[src/rtl/time_counter.sv]
// time_counter: divides the system clock to a 1 Hz step and keeps a 24-hour
// HH:MM:SS count. While stop_clk is high the count freezes and follows the
// (range-clamped) set values from the control stage, then resumes from them.
module time_counter #(
  parameter int CLK_HZ = 50_000_000
) (
  input  logic       clk_50Mhz,
  input  logic       rst_n,
  input  logic       stop_clk,
  input  logic [6:0] set_hou,
  input  logic [6:0] set_min,
  input  logic [6:0] set_sec,
  output logic [6:0] show_hou,
  output logic [6:0] show_min,
  output logic [6:0] show_sec,
  output logic       sec_tick,
  output logic       day_wrap
);

  // A one-cycle-per-second clock still needs a one-bit prescaler register.
  localparam int PRE_W = (CLK_HZ > 1) ? $clog2(CLK_HZ) : 1;
  localparam logic [PRE_W-1:0] PRE_TERM = PRE_W'(CLK_HZ - 1);
  localparam logic [PRE_W-1:0] PRE_ONE  = PRE_W'(1);

  logic [PRE_W-1:0] pre_q, pre_d;
  logic [6:0]       hou_q, hou_d;
  logic [6:0]       min_q, min_d;
  logic [6:0]       sec_q, sec_d;
  logic             tick_q, tick_d;
  logic             wrap_q, wrap_d;

  logic [6:0] loadHou;
  logic [6:0] loadMin;
  logic [6:0] loadSec;
  logic       secCarry;
  logic       minCarry;
  logic       houCarry;

  // Out-of-range edit values load as zero so the count never leaves its range.
  always_comb begin
    loadHou = (set_hou >= 7'd24) ? 7'd0 : set_hou;
    loadMin = (set_min >= 7'd60) ? 7'd0 : set_min;
    loadSec = (set_sec >= 7'd60) ? 7'd0 : set_sec;
  end

  // Ripple-carry terms of the second step, all resolved in the same cycle.
  always_comb begin
    secCarry = (sec_q == 7'd59);
    minCarry = secCarry && (min_q == 7'd59);
    houCarry = minCarry && (hou_q == 7'd23);
  end

  // Next state: HOLD loads and parks the prescaler; RUN counts and steps time.
  always_comb begin
    pre_d  = pre_q;
    hou_d  = hou_q;
    min_d  = min_q;
    sec_d  = sec_q;
    tick_d = 1'b0;
    wrap_d = 1'b0;
    if (stop_clk) begin
      pre_d = '0;
      hou_d = loadHou;
      min_d = loadMin;
      sec_d = loadSec;
    end else if (pre_q == PRE_TERM) begin
      pre_d  = '0;
      tick_d = 1'b1;
      sec_d  = secCarry ? 7'd0 : sec_q + 7'd1;
      if (secCarry) begin
        min_d = (min_q == 7'd59) ? 7'd0 : min_q + 7'd1;
      end
      if (minCarry) begin
        hou_d = (hou_q == 7'd23) ? 7'd0 : hou_q + 7'd1;
      end
      wrap_d = houCarry;
    end else begin
      pre_d = pre_q + PRE_ONE;
    end
  end

  // State register; reset clears the time, the prescaler and both pulses.
  always_ff @(posedge clk_50Mhz or negedge rst_n) begin
    if (!rst_n) begin
      pre_q  <= '0;
      hou_q  <= 7'd0;
      min_q  <= 7'd0;
      sec_q  <= 7'd0;
      tick_q <= 1'b0;
      wrap_q <= 1'b0;
    end else begin
      pre_q  <= pre_d;
      hou_q  <= hou_d;
      min_q  <= min_d;
      sec_q  <= sec_d;
      tick_q <= tick_d;
      wrap_q <= wrap_d;
    end
  end

  // All outputs come straight from registers.
  always_comb begin
    show_hou = hou_q;
    show_min = min_q;
    show_sec = sec_q;
    sec_tick = tick_q;
    day_wrap = wrap_q;
  end

endmodule

[config.mk]
export PLATFORM = sky130hd
export DESIGN_NAME = time_counter
export DESIGN_NICKNAME = d
export VERILOG_FILES = /design/src/rtl/time_counter.sv
export SDC_FILE = /design/constraint.sdc
export NUM_CORES = 1
export LEC_CHECK = 0
export ABC_AREA = 1
export CORE_ASPECT_RATIO = 0.9
export CORE_MARGIN = 2
export CORE_UTILIZATION = 55
export DETAILED_ROUTE_END_ITERATION = 6
export PLACE_DENSITY_LB_ADDON = 0.12
export SYNTH_ARGS = -nofsm -noshare
export SYNTH_HDL_FRONTEND = slang
export SYNTH_SLANG_ARGS = --single-unit
[constraint.sdc]
create_clock -name clk_50Mhz -period 1.7 [get_ports clk_50Mhz]
set_input_delay 0.51 -clock clk_50Mhz [delete_from_list [all_inputs] [get_ports clk_50Mhz]]
set_output_delay 0.51 -clock clk_50Mhz [all_outputs]
set_load 0.01 [all_outputs]
==> Word level (Yosys, flattened, before mapping) <==
Index checks and enable logic that the tools add are counted.
W data, S select, Z words.
{ "totals": {"word_cells": 44, "regBits": 49} }
{ "op_classes": {"reduce_logical": 7, "add_sub_neg": 4, "eq_ne": 4, "muxes": 20, "magnitude_cmp": 3} }
{ "op_table": {"columns": ["operator", "n"], "rows": [
  ["$mux W7", 14],
  ["$mux W26", 2],
  ["$add A26 B1 Y26 const B", 1],
  ["$eq A26 B26 Y1 const B", 1],
  ["$add A7 B1 Y7 const B", 3],
  ["$eq A7 B6 Y1 const B", 2],
  ["$ge A7 B6 Y1 const B", 2],
  ["$eq A7 B5 Y1 const B", 1],
  ["$ge A7 B5 Y1 const B", 1],
  ["$reduce_bool A2 Y1", 3],
  ["$mux W1", 4],
  ["$reduce_and A2 Y1", 2],
  ["$logic_and A1 B1 Y1", 2]
]} }

==> Logic depth before layout (Yosys ltp) <==
Gate-level depths: netlist of run 1.
{ "logic_depth": {"depth_word": 5, "depth_mapped": 11, "mapped_depth_nobuf": 10} }

==> Worst setup path before layout of run 1 <==
Ideal clock, no wire load.
{ "synth_timing": {"path_type": "reg-to-reg", "start": "reg min_q[0] (netlist: show_min[0])", "end": "reg hou_q[3] (netlist: show_hou[3])", "path_stages_with_launch": 9, "t_arrival_ns": 1.438, "path_slack_ns": 0.145, "required_time_ns": 1.583, "cell_sequence": "dfrtp_1 > ha_1 > nand2_1 > nor2_1 > nand4_1 > nand2_2 > nand2_4 > nand2_1 > nand2_1"} }
{ "synth_between": {"elab_chain_cells": 4} }
{ "synth_rtl": {"columns": ["element", "line_no", "rtl"], "rows": [
  ["start: declaration", "27", "logic [6:0] min_q, min_d;"],
  ["start signal: assignment", "94", "min_q <= min_d;"],
  ["$eq A7 B6 Y1", "49", "minCarry = secCarry && (min_q == 7'd59);"],
  ["$logic_and A1 B1 Y1", "49", null],
  ["$reduce_bool A2 Y1 (no source line)", null, null],
  ["$reduce_and A2 Y1 (no source line)", null, null],
  ["end signal: assignment", "93", "hou_q <= hou_d;"],
  ["end: declaration", "26", "logic [6:0] hou_q, hou_d;"]
]} }
Every way passes these cells.
A chain may end at the register's enable or synchronous reset.

==> Worst setup path in the final report of run 1 <==
{ "layout_timing": {"start": "reg sec_q[1] (netlist: show_sec[1])", "end": "out show_sec[1]"} }
{ "layout_lines": {"columns": ["element", "line_no", "rtl"], "rows": [
  ["start: declaration", "28", "logic [6:0] sec_q, sec_d;"],
  ["start signal: assignment", "88", "sec_q <= 7'd0;"],
  ["start signal: assignment", "95", "sec_q <= sec_d;"],
  ["end: declaration", "15", "output logic [6:0] show_sec,"]
]} }
No word-level cell between the ends.

==> results.yml, run 1 <==
floorplan:
  die_x_um: 83.8
  die_height_um: 75.8
  io_pins: 47
  core-area_um2: 5600
  std_cell_rows: 26
  dieArea_um2: 6360
  start_util_pct: 56.4
worst_setup_path:
  ff2ff_path_depth: 9
  path_class: "register to output port"
  crit_end: "show_sec[1]"
  r2r-start: "show_min[0]$_DFFE_PN0P_"
  path_max_fanout: 3
  start_kind: "register"
  cp_slowest_stage_delay_ps: 400
  crit_path_cell_trace: "buf_4 > dlygate4sd2_1"
  endpoint_kind: "output port"
  r2r_end: "show_hou[1]$_DFFE_PN0P_"
  startpoint: "show_sec[1]$_DFFE_PN0P_"
  cp_top_family: "buffers and inverters"
  crit_arrival_ps: 1120
  critPathSlowestCell: "dfrtp_1"
  path_buf_inv: 2
  cp.depth: 2
  r2r_setup_slack_ps: 70
  worstPathRequired_ps: 1190
timing:
  slew_headroom_pct: 73.9
  max_freq_mhz: 612
  tightest_slew_ps: 392
  rsz0062_at_grt: "true"
  setup-violations-final: 0
  fin_crit_sh_pct: 96.1
  fin_setup_tns_ps: 0
  slew_viol_final: 0
  finalCriticalPeriod_ps: 1630
  clock_skew_ps: 4.91
  hold_viol_final: 0
grt:
  grtUsageMet3_pct: 4.12
  use_met2_pct: 41.9
  overflow: 0
  grt_pass1_wl_mm: 13.0
  grt_util_all_layers_pct: 25.4
  antenna_found_initial: 0
  grt_max_degree: 34
  grt_pass1_vias: 2871
  grt.busiest_layer: "met2"
  grt.met1_usage_pct: 35.8
placed_design:
  dp_cells: 593
  hpwl_mm: 5.98
  finalWeightedCongestion: 0.898
  io_buffers: 46
  placed_area_um2: 3830
cells_and_area:
  syn_to_final_growth_pct: 28.7
  final_cell_mix: "nand2_1 (155), nor2_1 (72), dfrtp_1 (46)"
  nets: 573
  final_area_um2: 4060
  postLayoutCoreUtil_pct: 72.5
  layout-drive-gt1-share_pct: 13.9
  stdcell_count: 616
  layout_commonest_cell: "nand2_1"
  diodes: 0
clock_tree:
  clkTransAtPathRegs_ps: 100
  hold_buffers: 0
  cts_made_buffers: 5
  worst_skew_pair.late_latency_ps: 300
  clock-root-buffer: "clkbuf_8"
  clk_path_buf_depth: 2
  cts_tree: "yes"
  cts_max_level: 2
  cts.sinks: 49
synth:
  syn_area_um2: 3150
  syn_nets: 489
  synth-seq-cells: 49
  ys_warn_count: 0
  synthCells: 461
  ys_seq_area_share_pct: 38.9
  syn_area_per_cell_um2: 6.84
  synth.distinct_cells: 30
hold_path:
  hp-class: "primary input to async pin"
detailed_routing:
  viasPerCell: 5.31
  dr.first_iter.drc_count: 237
  ant_nets: 0
  vias: 3270
  totalWireLength_mm: 7.95
  drc_errors: 0
  first_pass_iters: 5
  post_drt_wl_per_cell_um: 12.9
pwr:
  leakage_nw: 2.03
  powerDensity_nw_per_um2: 652
  power_mw: 2.64
  vdd_drop_max_v: 0.000464
job:
  cap_viol_max_count: 0
status:
  status: "finished, final reports clean"
cell usage after synthesis, drive strengths merged:
cell type / count / share of area (%)
nand2: 163 / 21
nor2: 79 / 10
dfrtp: 49 / 39
inv: 45 / 5.4
nand3: 36 / 5.7
nand4: 20 / 4.0
o21ai: 19 / 3.0
buf: 10 / 2.4
xor2: 9 / 2.5
nor3: 7 / 1.3
a21oi: 4 / 0.63
ha: 4 / 1.6
xnor2: 4 / 1.1
o21bai: 3 / 0.71
o22ai: 3 / 0.60
nor3b: 2 / 0.48
a21o: 1 / 0.24
clkbuf: 1 / 0.12
nand3b: 1 / 0.24
nor4: 1 / 0.20
flip-flops by register name, summed over array words and instances (netlist names):
| signal | cells |
|---|---|
| show_hou | 7 |
| sec_tick | 1 |
| day_wrap | 1 |
| show_sec | 7 |
| show_min | 7 |
| pre_q | 26 |
per-stage QoR:
step           worst slack [ps]  hold WS (ps)
2_1_floorplan               145           214
3_3_place_gp              -37.4           452
3_5_place_dp              -97.1           458
4_1_cts                    5.02           124
5_1_grt                   -7.57           139
6_report                   66.3           114
routing by layer:
layer	share of wire, %	vias to the layer above	wire length (µm)
li1	-	1639	-
met1	47	1526	3750
met2	46	96	3690
met3	5.5	9	439
met4	0.81	0	64
met5	0	-	0
what timing repair did:
action / in CTS / in global routing
endpoints found under the setup margin: 22 / 37
pin swaps: 0 / 4
resized for setup: 24 / 17
buffers inserted: 12 / 3
worst min-delay path by stage:
stage | to | from | slack [ps]
floorplan | day_wrap$_DFF_PN0_ | rst_n | 210
global placement | pre_q[17]$_DFF_PN0_ | rst_n | 450
detailed placement | pre_q[17]$_DFF_PN0_ | rst_n | 460
CTS | pre_q[14]$_DFF_PN0_ | rst_n | 120
global route | pre_q[14]$_DFF_PN0_ | rst_n | 140
finish | pre_q[19]$_DFF_PN0_ | rst_n | 110
worst register-to-register path: stages (launching register included):
cell and delay (ps):
dfrtp_1 380, buf_4 130, ha_2 190, nand2_1 100
nor2_2 150, nand4_1 190, nand2_4 190, nand2_4 90
nand2_1 70, nand2_1 50
power by group:
part / leakage [nW] / internal [mW] / total (mW) / switching, mW
logic: 1.32 / 0.311 / 0.653 / 0.342
clock network: 0.0445 / 0.293 / 0.718 / 0.425
registers: 0.664 / 1.23 / 1.27 / 0.0432
total: 2.03 / 1.83 / 2.64 / 0.810
cells by family (layout without fill, tap and decap cells):
kind of cell               Yosys count  count (layout)  synth area share, %
AOI/OAI and AO/OA                   30              30                 5.20
DFF                                 49              49                 38.9
and+or+nand+nor                    309             309                 42.8
buffers and inverters               56             141                 7.90
adders and majority gates            4               4                 1.59
xor gates and xnor gates            13              13                 3.61
layout make-up:
class	count	area, µm²
well taps	70	87.6
clock buffers	5	68.8
clock inverters	3	21.3
flip-flops and latches	49	1230
fillers	481	1540
inverters	45	171
repair buffers	88	769
multi-input cells	356	1710
(Power assumes the default switching activity.)
==> run 2: changes to the inputs <==
--- a/config.mk
+++ b/config.mk
@@ -8,7 +8,7 @@
 export ABC_AREA = 1
 export CORE_ASPECT_RATIO = 0.9
 export CORE_MARGIN = 2
-export CORE_UTILIZATION = 55
+export CORE_UTILIZATION = 30
 export DETAILED_ROUTE_END_ITERATION = 6
 export PLACE_DENSITY_LB_ADDON = 0.12
 export SYNTH_ARGS = -nofsm -noshare
==> run 2 against run 1 <==
Effect of this change:
- via count shrank 2.4%
- worst hold slack gained 74 ps
- clock-buffer cell count up 2
- power is 17% higher
- critical path type unchanged
- non-clock buffer count up 4
- core utilization decreased by 31 points
- die area up 79%
- sequential cell count unchanged
- sequential share of layout area decreased by 1.7 points
- highest routed layer unchanged
==> results.yml, run 2 (same netlist as run 1, synthesis figures left out) <==
cells_and_area:
  layout_commonest_cell: "nand2_1"
  syn_to_final_growth_pct: 36.1
  nets: 578
  stdcell_count: 680
  layout-drive-gt1-share_pct: 14.3
  diodes: 0
  fill_cells: 1135
  largest_reg_flops: 26
  top_register: "pre_q"
  postLayoutCoreUtil_pct: 41.9
  final_cell_mix: "nand2_1 (154), nor2_1 (71), dfrtp_1 (48)"
floorplan:
  std_cell_rows: 35
  die_x_um: 112
  core-area_um2: 10200
  die_height_um: 101
  start_util_pct: 30.8
  io_pins: 47
  dieArea_um2: 11300
worst_setup_path:
  crit_arrival_ps: 1110
  ff2ff_path_depth: 9
  startpoint: "show_min[1]$_DFFE_PN0P_"
  path_class: "register to output port"
  start_kind: "register"
  crit_path_cell_trace: "buf_4 > dlygate4sd2_1"
  r2r_setup_slack_ps: 90
  worstPathRequired_ps: 1190
  cp_slowest_stage_delay_ps: 390
  critPathSlowestCell: "dfrtp_1"
  r2r_end: "show_hou[4]$_DFFE_PN0P_"
  endpoint_kind: "output port"
  path_max_fanout: 4
  r2r-start: "show_hou[0]$_DFFE_PN0P_"
detailed_routing:
  totalWireLength_mm: 8.64
  viasPerCell: 4.69
  vias: 3192
  ant_nets: 0
  first_pass_iters: 4
  dr.first_iter.drc_count: 94
  post_drt_wl_per_cell_um: 12.7
  drc_errors: 0
pwr:
  powerDensity_nw_per_um2: 724
  power_mw: 3.11
  leakage_nw: 2.17
  vdd_drop_max_v: 0.000510
grt:
  grt_pass1_wl_mm: 14.8
  overflow: 0
  grt_pass1_vias: 3072
  antenna_found_initial: 0
  grt_max_degree: 50
  grt_util_all_layers_pct: 16.1
timing:
  clock_skew_ps: 7.67
  max_freq_mhz: 618
  fin_crit_sh_pct: 95.2
  fin_setup_tns_ps: 0
  finalCriticalPeriod_ps: 1620
  setup-violations-final: 0
  slew_viol_final: 0
  rsz0062_at_grt: "true"
  slew_headroom_pct: 80.1
  finalWorstSetupSlack_ps: 81.6
  hold_viol_final: 0
  tightest_slew_ps: 297
clock_tree:
  clk_path_buf_depth: 2
  cts_made_buffers: 5
  cts_tree: "yes"
  clkTransAtPathRegs_ps: 60
  clock-root-buffer: "clkbuf_16"
  worst_skew_pair.late_latency_ps: 300
  cts_max_level: 2
  cts.sinks: 49
  hold_buffers: 0
hold_path:
  hp-class: "primary input to async pin"
job:
  cap_viol_max_count: 0
placed_design:
  pre_cts_slack_ps: -184
  finalWeightedCongestion: 0.812
  dp_cells: 661
  hpwl_mm: 6.46
  io_buffers: 46
status:
  status: "finished, final reports clean"
==> run 2: stage by stage <==
step,hold slack (ps),cell area (µm²)
6_report,187,4290
4_1_cts,210,4200
2_1_floorplan,214,3150
5_1_grt,208,4290
3_5_place_dp,462,3990
3_3_place_gp,450,3990
==> run 2: area by class of cell <==
cell class / instances / area (µm²) / share of cell area [%]
Multi-Input combinational cell: 357 / 1730 / 40.2
Sequential cell: 49 / 1230 / 28.6
Timing Repair Buffer: 92 / 831 / 19.4
Inverter: 45 / 174 / 4.05
Tap cell: 129 / 161 / 3.76
Clock buffer: 7 / 143 / 3.32
Clock inverter: 1 / 30.0 / 0.700
==> run 2: how the worst max path moves through the flow <==
stage                               to  slack, ps
2_1_floorplan  show_hou[3]$_DFFE_PN0P_        150
3_3_place_gp   show_min[5]$_DFFE_PN0P_       -150
3_5_place_dp   show_min[1]$_DFFE_PN0P_       -180
4_1_cts                    show_min[5]          3
5_1_grt        show_hou[4]$_DFFE_PN0P_        -30
6_report                   show_min[1]         80
==> run 2: power breakdown <==
part | internal [mW] | total [mW] | switching (mW) | leakage [nW]
logic | 0.314 | 0.654 | 0.340 | 1.42
clock network | 0.736 | 1.18 | 0.443 | 0.0841
registers | 1.23 | 1.27 | 0.0443 | 0.666
total | 2.28 | 3.11 | 0.826 | 2.17
==> run 2: layer usage <==
| metal | wire, µm | GRT usage, % | share of wire, % | vias to the layer above |
|---|---|---|---|---|
| met3 | 372 | 2.81 | 4.3 | 8 |
| met1 | 4440 | 23.6 | 51 | 1469 |
| met4 | 86 | 3.94 | 1.0 | 0 |
| met2 | 3740 | 24.9 | 43 | 62 |
| li1 | - | - | - | 1653 |
| met5 | 0 | 0 | 0 | - |
==> run 2: repair_timing <==
item,4_1_cts,5_1_grt
setup buffers,8,2
pin swaps,0,5
gates cloned,0,1
setup endpoints to repair,20,44
gates resized for setup,17,23
==> run 2: critical path: cells and delay by family, from the launching register on <==
family / cells / cell delay [ps]
buf+inv: 2 / 430
flops: 1 / 390
==> run 3: changes to the inputs <==
--- a/config.mk
+++ b/config.mk
@@ -7,10 +7,10 @@
 export LEC_CHECK = 0
 export ABC_AREA = 1
 export CORE_ASPECT_RATIO = 0.9
-export CORE_MARGIN = 2
 export CORE_UTILIZATION = 30
 export DETAILED_ROUTE_END_ITERATION = 6
 export PLACE_DENSITY_LB_ADDON = 0.12
+export SKIP_LAST_GASP = 1
 export SYNTH_ARGS = -nofsm -noshare
 export SYNTH_HDL_FRONTEND = slang
 export SYNTH_SLANG_ARGS = --single-unit
==> run 3 against run 2 <==
Effect of this change:
- clock-buffer cell count unchanged
- sequential share of layout area decreased by 0.12 points
- die area decreased by 3.7%
- first-iteration DRC count increased by 27%
- core utilization increased by 0.27 points
- clock power about the same
- via count decreased by 1.6%
- combinational power increased by 0.9%
- cell area increased by 0.64%
- critical path type unchanged
==> results.yml, run 3 (same netlist as run 1, synthesis figures left out) <==
cells_and_area:
  final_area_um2: 4320
  diodes: 0
  final_cell_mix: "nand2_1 (154), nor2_1 (71), buf_4 (50)"
  multi_input_area_um2: 1700
  syn_to_final_growth_pct: 37.0
  layout-drive-gt1-share_pct: 15.6
  nets: 584
  ff_latch_area_um2: 1230
  top_register: "pre_q"
  layout_commonest_cell: "nand2_1"
  postLayoutCoreUtil_pct: 42.1
  largest_reg_flops: 26
  fill_cells: 1099
timing:
  setup-violations-final: 0
  fin_setup_tns_ps: 0
  slew_headroom_pct: 79.6
  clock_skew_ps: 3.47
  slew_viol_final: 0
  fin_crit_sh_pct: 97.2
  finalCriticalPeriod_ps: 1650
  hold_viol_final: 0
  rsz0062_at_grt: "true"
  max_freq_mhz: 605
  tightest_slew_ps: 304
grt:
  antenna_found_initial: 0
  overflow: 0
  grt_pass1_vias: 2985
  grt_util_all_layers_pct: 16.7
  grt_max_degree: 50
  grt_pass1_wl_mm: 14.3
clock_tree:
  clkTransAtPathRegs_ps: 60
  hold_buffers: 0
  worst_skew_pair.late_latency_ps: 280
  cts_max_level: 2
  clock-root-buffer: "clkbuf_16"
  cts.sinks: 49
  cts_tree: "yes"
  clk_path_buf_depth: 2
  cts_made_buffers: 5
worst_setup_path:
  crit_arrival_ps: 1140
  path_class: "register to output port"
  r2r_setup_slack_ps: 120
  path_max_fanout: 1
  path_buf_inv: 1
  critPathSlowestCell: "clkdlybuf4s50_1"
  start_kind: "register"
  r2r_end: "show_hou[2]$_DFFE_PN0P_"
  endpoint_kind: "output port"
  r2r-start: "show_sec[0]$_DFFE_PN0P_"
  crit_path_cell_trace: "clkdlybuf4s50_1"
  worstPathRequired_ps: 1190
  startpoint: "sec_tick$_DFF_PN0_"
  ff2ff_path_depth: 8
  cp_top_family: "buffers and inverters"
  cp_slowest_stage_delay_ps: 530
detailed_routing:
  drc_errors: 0
  viasPerCell: 4.58
  dr.first_iter.drc_count: 119
  ant_nets: 0
  post_drt_wl_per_cell_um: 12.1
  totalWireLength_mm: 8.33
  first_pass_iters: 4
  vias: 3140
floorplan:
  dieArea_um2: 10900
  std_cell_rows: 35
  io_pins: 47
  die_x_um: 110
  die_height_um: 99.3
  start_util_pct: 30.8
  core-area_um2: 10200
placed_design:
  finalWeightedCongestion: 0.819
  hpwl_mm: 6.29
  io_buffers: 46
  placed_area_um2: 4000
pwr:
  powerDensity_nw_per_um2: 718
  vdd_drop_max_v: 0.000374
  power_mw: 3.10
  leakage_nw: 2.16
status:
  status: "finished, final reports clean"
job:
  cap_viol_max_count: 0
hold_path:
  hp-class: "primary input to async pin"
## run 3: cell count changes in the layout (fill, tap and decap cells not counted), moves of 2 or more
| cell | before | now |
|---|---|---|
| dfrtp_2 | 1 | 3 |
| dfrtp_1 | 48 | 46 |
| inv_4 | 2 | 0 |
| buf_6 | 2 | 0 |
| buf_4 | 42 | 50 |
| nand2_2 | 3 | 5 |
| nand2_4 | 6 | 4 |
## run 3: routing by layer
| layer | track usage (%) | part of all wire (%) | vias up |
|---|---|---|---|
| li1 | - | - | 1656 |
| met1 | 25.6 | 54 | 1433 |
| met2 | 24.7 | 42 | 46 |
| met3 | 2.75 | 3.7 | 5 |
| met4 | 3.08 | 0.61 | 0 |
| met5 | 0 | 0 | - |
## run 3: worst reg2reg max path, stage by stage, from the launching register on
cell and delay [ps]:
dfrtp_1 350, ha_1 180, nand2_1 60, nor2_1 230, nand4_1 210, nand2_2 170, buf_4 150, nand3_1 90
nand2_1 80
## run 3: worst max path at each step
stage,cells after the start,endpoint
2_1_floorplan,8,show_hou[3]$_DFFE_PN0P_
3_3_place_gp,7,show_min[3]$_DFFE_PN0P_
3_5_place_dp,7,show_min[6]$_DFFE_PN0P_
4_1_cts,1,show_hou[3]
5_1_grt,10,pre_q[16]$_DFF_PN0_
6_report,1,sec_tick
## run 3: cell type report
cell class	count	share of cell area, %
repair buffers	99	20.5
clock inverters	1	0.695
inverters	45	3.91
well taps	129	3.74
clock buffers	7	3.30
flip-flops and latches	49	28.5
multi-input cells	356	39.4
## run 3: stage by stage
stage / hold WS, ps / cells / setup slack [ps]
floorplan: 214 / 461 / 145
finish: 212 / 686 / 47.8
detailed placement: 453 / 661 / -116
global placement: 454 / 661 / -82.8
global route: 237 / 686 / -30.5
CTS: 221 / 681 / -94.6
## run 3: what timing repair did
item | CTS | global route
gates resized for setup | 19 | 15
pin swaps | 0 | 3
setup buffers | 12 | 5
gates cloned | 0 | 0
setup endpoints to repair | 20 | 33
## run 3: where the power goes
group          switching, mW  total, mW  internal (mW)
Clock                  0.428       1.16          0.736
Sequential            0.0470       1.28           1.23
Combinational          0.334      0.660          0.326
